$ cat src/rtl/reg_wb_arbiter.sv
// reg_wb_arbiter
//   Merges two register-file writeback requesters into a single registered
//   write port. Each requester has a one-entry holding buffer. One full
//   buffer is granted per cycle, and the grant is driven to the bank on the
//   following cycle. Writes to register 0 are accepted and take their
//   arbitration slot, but they never pulse RegWrite.
//
//   Arbitration:
//     default               round-robin between A and B (1-bit FSM)
//     WB_STRICT_PRIO_EN     fixed priority, A always beats B, no FSM
//
//   FSM (round-robin build only):
//     state  | meaning
//     LAST_A | A held the most recent grant, so B wins a tie
//     LAST_B | B held the most recent grant (or reset), so A wins a tie
//
// Ports
//   clk                  rising-edge clock
//   rst                  synchronous active-high reset
//   a_valid/a_ready      requester A (ALU writeback) handshake
//   a_addr/a_data        requester A destination register and data
//   b_valid/b_ready      requester B (memory-load writeback) handshake
//   b_addr/b_data        requester B destination register and data
//   RegWrite             registered bank write strobe
//   AW/Di                registered bank write address and data
//   src_b                registered; the current RegWrite came from B
module reg_wb_arbiter #(
    parameter int DATA_W = 32,
    parameter int ADDR_W = 5
) (
    input  logic              clk,
    input  logic              rst,
    input  logic              a_valid,
    output logic              a_ready,
    input  logic [ADDR_W-1:0] a_addr,
    input  logic [DATA_W-1:0] a_data,
    input  logic              b_valid,
    output logic              b_ready,
    input  logic [ADDR_W-1:0] b_addr,
    input  logic [DATA_W-1:0] b_data,
    output logic              RegWrite,
    output logic [ADDR_W-1:0] AW,
    output logic [DATA_W-1:0] Di,
    output logic              src_b
);

    logic              a_full_q, a_full_d;
    logic [ADDR_W-1:0] a_addr_q, a_addr_d;
    logic [DATA_W-1:0] a_data_q, a_data_d;
    logic              b_full_q, b_full_d;
    logic [ADDR_W-1:0] b_addr_q, b_addr_d;
    logic [DATA_W-1:0] b_data_q, b_data_d;

    logic              reg_write_q, reg_write_d;
    logic [ADDR_W-1:0] aw_q, aw_d;
    logic [DATA_W-1:0] di_q, di_d;
    logic              src_b_q, src_b_d;

    logic              a_win, b_win;

`ifdef WB_STRICT_PRIO_EN
    always_comb begin
        a_win = a_full_q;
        b_win = b_full_q & ~a_full_q;
    end
`else
    typedef enum logic {
        LAST_A = 1'b0,
        LAST_B = 1'b1
    } arb_state_e;

    arb_state_e state_q, state_d;

    always_ff @(posedge clk) begin
        if (rst) begin
            state_q <= LAST_B;
        end else begin
            state_q <= state_d;
        end
    end

    always_comb begin
        state_d = state_q;
        if (a_win) begin
            state_d = LAST_A;
        end else if (b_win) begin
            state_d = LAST_B;
        end
    end

    always_comb begin
        a_win = a_full_q & (~b_full_q | (state_q == LAST_B));
        b_win = b_full_q & (~a_full_q | (state_q == LAST_A));
    end
`endif

    // A buffer that is being drained this cycle can take a new entry at the
    // same edge. This is what lets a single requester sustain one write per
    // cycle.
    assign a_ready = (~a_full_q | a_win) & ~rst;
    assign b_ready = (~b_full_q | b_win) & ~rst;

    always_comb begin
        a_full_d = (a_full_q & ~a_win) | (a_valid & a_ready);
        a_addr_d = a_addr_q;
        a_data_d = a_data_q;
        if (a_valid && a_ready) begin
            a_addr_d = a_addr;
            a_data_d = a_data;
        end

        b_full_d = (b_full_q & ~b_win) | (b_valid & b_ready);
        b_addr_d = b_addr_q;
        b_data_d = b_data_q;
        if (b_valid && b_ready) begin
            b_addr_d = b_addr;
            b_data_d = b_data;
        end
    end

    // A granted write to r0 still frees its buffer and takes the slot.
    // It leaves the whole write port untouched apart from dropping RegWrite.
    always_comb begin
        reg_write_d = 1'b0;
        aw_d        = aw_q;
        di_d        = di_q;
        src_b_d     = src_b_q;
        if (b_win && (b_addr_q != '0)) begin
            reg_write_d = 1'b1;
            aw_d        = b_addr_q;
            di_d        = b_data_q;
            src_b_d     = 1'b1;
        end else if (a_win && (a_addr_q != '0)) begin
            reg_write_d = 1'b1;
            aw_d        = a_addr_q;
            di_d        = a_data_q;
            src_b_d     = 1'b0;
        end
    end

    always_ff @(posedge clk) begin
        if (rst) begin
            a_full_q    <= 1'b0;
            a_addr_q    <= '0;
            a_data_q    <= '0;
            b_full_q    <= 1'b0;
            b_addr_q    <= '0;
            b_data_q    <= '0;
            reg_write_q <= 1'b0;
            aw_q        <= '0;
            di_q        <= '0;
            src_b_q     <= 1'b0;
        end else begin
            a_full_q    <= a_full_d;
            a_addr_q    <= a_addr_d;
            a_data_q    <= a_data_d;
            b_full_q    <= b_full_d;
            b_addr_q    <= b_addr_d;
            b_data_q    <= b_data_d;
            reg_write_q <= reg_write_d;
            aw_q        <= aw_d;
            di_q        <= di_d;
            src_b_q     <= src_b_d;
        end
    end

    assign RegWrite = reg_write_q;
    assign AW       = aw_q;
    assign Di       = di_q;
    assign src_b    = src_b_q;

endmodule

$ cat config.mk
export PLATFORM = sky130hd
export DESIGN_NAME = reg_wb_arbiter
export DESIGN_NICKNAME = d
export VERILOG_FILES = /design/src/rtl/reg_wb_arbiter.sv
export SDC_FILE = /design/constraint.sdc
export NUM_CORES = 1
export LEC_CHECK = 0
export ABC_AREA = 1
export BUFFER_PORTS_ARGS = -buffer_cell sky130_fd_sc_hd__buf_2
export CAP_MARGIN = 20
export CELL_PAD_IN_SITES_DETAIL_PLACEMENT = 1
export CELL_PAD_IN_SITES_GLOBAL_PLACEMENT = 1
export CORE_MARGIN = 3
export CORE_UTILIZATION = 35
export DETAILED_ROUTE_END_ITERATION = 8
export PLACE_DENSITY = 0.74
export SLEW_MARGIN = 5
export SYNTH_ARGS = -nofsm -noshare
export SYNTH_HDL_FRONTEND = slang
export SYNTH_SLANG_ARGS = --single-unit
$ cat constraint.sdc
create_clock -name clk -period 1.5 [get_ports clk]
set_input_delay 0.075 -clock clk [delete_from_list [all_inputs] [get_ports clk]]
set_output_delay 0.075 -clock clk [all_outputs]
set_load 0.01 [all_outputs]
==> impl_results.md <==
* Status: finished with violations
* Violated checks: setup timing
* Vias per cell at 5.16
* Worst Hold Class: primary input to register
* Combinational Power Share at 0.152
* Final Hold Vio Count at 0
* RSZ-0062 raised after global routing: yes
* CTS tree: done
* Clock network fraction of total power at 0.464
* DR iter-0 viols at 313
* Initial core utilization at 0.367
* IO buf count at 118
* Nets at 949
* Slew HR at 0.698
* VDD IR max at 813 uV
* Vias at 5,470
* Largest net degree at the start of global routing at 69
* Hold depth at 4
* Worst-path maximum fanout at 3
* Clock Latency Late Sink at 0.41 ns
* Simple-Gate Fraction of Synth Area at 0.455
* Leakage at 3.67 nW
* Worst R2R End: b_data_q[8]
* Tmin final at 1.52 ns
* Number of global-route vias before repair at 5,932
* WL/cell at 18.1 um
* GR Layer Usage met3 at 0.0452
* Clock sink total at 116
* Core Footprint at 0.0136 mm2
* HPWL Detailed at 10,600 um
* Fillers at 1,683
* Seq/Total Area, Yosys at 0.466
* DP Worst Slack at 0.111 ns
* Synth cell types at 18
* Synth warn at 0
* Adder-cell area share of the yosys netlist at 0
* Arrival time worst endpoint at 1.45 ns
* Area grow syn2layout at 46.0%
* Main combinational cell family by area after synthesis: simple AND/OR/NAND/NOR gates
* First-pass GRT wire length at 30,600 um
* Max-Cap Viols at 0
* Synth Area in XOR/XNOR at 0
* Cell area after synthesis at 0.00498 mm2
* Met2 track demand over resource at 0.457
* Skew final at 0.00528 ns
* Die Wd at 125 um
* Clk buf depth at 2
* EDFF count, synth at 0
* Die H at 125 um
* Register share of total power at 0.384
* Synth Area in Compound Gates at 0.00678
* Row cnt at 42
* Worst flop-to-flop path startpoint: a_full_q
* Post-Syn Area per Cell at 7.23 um2
* DR pass1 iterations at 5
* Pins Over Slew Limit at 0
* Max Freq at 0.657 GHz
* R2R depth at 7
* WS Path Type: register to primary output
* CP endpoint kind: primary output
* WHS Endpoint: a_data_q[17]
* IO Pins at 119
* Synth Flop Type: dfxtp_1
* Internal Power at 6.75 mW
* Die Area at 0.0157 mm2
* Worst setup margin at -0.0221 ns
* Syn nets at 767
* Worst Setup Start Kind: register
* Yosys reg bits at 116
* Initial antenna violation count at 1
* Post-synthesis mux area share at 0
* Worst hold path startpoint: a_valid
* H-tree depth at 4
* Worst Max-Slew Pin Slew at 0.453 ns
* Psw at 2.30 mW
* Setup-failing EPs final at 3
* Overall power at 9.05 mW
* Mapped Cells at 689
* Critical Path RT at 1.42 ns
* Gr busiest metal: met2
* Clk root buf: clkbuf_16
* Sw Share at 0.254
* Remaining antenna violation count at 0
* GPL Wtd Cong at 0.805
* Share of synthesized registers carrying an async set or reset at 0
* Worst R2R Setup Slack at -0.01 ns
* Grt total ovfl at 0
* Met1 usage at 0.276
* Post-Route WL at 19,200 um
* Clock-pin slew on the worst setup and hold paths at 0.05 ns
* GRT Total Usage at 0.245
* DR DRC count at 0
* CTS buffer count at 17
* Crit share post-route at 1.01
* PwrDens at 1240 mW/mm2
* Layout cells sized above 1 at 0.222
==> power by group through the flow <==
stage          clock network (mW)  registers [mW]  logic, mW
6_report                     4.20            3.47       1.37
5_1_grt                      4.44            3.50       1.51
4_1_cts                      4.26            3.47       1.34
3_5_place_dp                    0            3.53       1.14
3_3_place_gp                    0            3.52       1.10
2_1_floorplan                   0            3.53      0.670
==> how the worst max path moves through the flow <==
stage / from / endpoint / slack, ns / cells after the start
5_1_grt: a_full_q / b_ready / -0.09 / 5
2_1_floorplan: b_addr_q[1] / Di[6] / 0.26 / 8
4_1_cts: b_full_q / a_ready / -0.007 / 7
3_3_place_gp: b_addr_q[4] / Di[31] / 0.20 / 7
3_5_place_dp: b_full_q / a_data_q[10] / 0.11 / 9
6_report: b_full_q / a_ready / -0.02 / 7
==> metal layers <==
layer / part of all wire / wire length, um / up-vias
li1: - / - / 2620
met4: 0.016 / 309 / 0
met1: 0.41 / 7840 / 2684
met5: 0 / 0 / -
met2: 0.53 / 10200 / 144
met3: 0.043 / 834 / 22
==> worst max-delay path, stage by stage, from the launching register on <==
cell,delay [ns]
dfxtp_2,0.36
inv_4,0.06
nor2_4,0.13
nand2_2,0.09
nand2_2,0.08
inv_4,0.05
buf_12,0.12
buf_2,0.14
==> cell usage after synthesis, types with 2 or more instances <==
| cell type | n | share of area |
|---|---|---|
| a21oi_1 | 4 | 0.0040 |
| buf_1 | 3 | 0.0023 |
| buf_2 | 25 | 0.025 |
| buf_4 | 8 | 0.012 |
| buf_6 | 6 | 0.014 |
| clkbuf_1 | 17 | 0.013 |
| dfxtp_1 | 116 | 0.47 |
| inv_1 | 6 | 0.0045 |
| inv_2 | 2 | 0.0015 |
| nand2_1 | 195 | 0.15 |
| nand3_1 | 185 | 0.19 |
| nand3b_1 | 37 | 0.056 |
| nor2_1 | 79 | 0.060 |
| nor2_2 | 2 | 0.0025 |
==> what timing repair did <==
action | CTS | global route
endpoints found under the setup margin | 2 | 21
pin swaps | 0 | 1
resized for setup | 6 | 10
endpoints found under the hold margin | 79 | 0
hold buffers | 75 | 0
gates cloned | 2 | 0
buffers inserted | 2 | 1
==> flip-flops by register name, indices dropped and copies added (netlist names) <==
name      flops
a_full_q      1
AW            5
src_b         1
b_full_q      1
a_addr_q      5
Di           32
b_addr_q      5
a_data_q     32
b_data_q     32
RegWrite      1
state_q       1
==> cell families after synthesis <==
family	Yosys count
compound gates	6
flops	116
buf+inv	67
simple gates	500
==> cell usage in the layout, fill, tap and decap left out, drive strengths merged <==
cell type / Yosys / routed
bufbuf: 0 / 2
buf: 42 / 145
o21ai: 1 / 1
nand3: 186 / 186
nand3b: 37 / 37
diode: 0 / 1
nor2: 81 / 81
clkinvlp: 0 / 2
nand2: 196 / 196
dfxtp: 116 / 116
inv: 8 / 7
clkinv: 0 / 3
a21oi: 5 / 5
bufinv: 0 / 2
clkbuf: 17 / 26
dlygate4sd3: 0 / 75
==> metrics by stage <==
| step | util | instance area (um2) | cells | TNS [ns] | hold slack (ns) |
|---|---|---|---|---|---|
| after floorplan | - | 4980 | 689 | 0 | 0.144 |
| after global placement | 0.426 | 5770 | 948 | 0 | 0.298 |
| after detailed placement | 0.426 | 5770 | 948 | 0 | 0.305 |
| after CTS | 0.534 | 7230 | 1059 | -0.00716 | 0.155 |
| after global routing | 0.537 | 7280 | 1061 | -0.314 | 0.166 |
| final | 0.537 | 7280 | 1061 | -0.0559 | 0.172 |
==> final cells by class <==
type                    instances  area [um2]  share of cell area
diodes                          1        2.50            0.000344
clock buffers                  26         539              0.0741
well taps                     176         220              0.0303
clock inverters                 6        88.8              0.0122
repair buffers                222        1730               0.238
flip-flops and latches        116        2330               0.320
inverters                       8        36.3             0.00499
multi-input cells             506        2330               0.320
(Power assumes the default switching activity.)
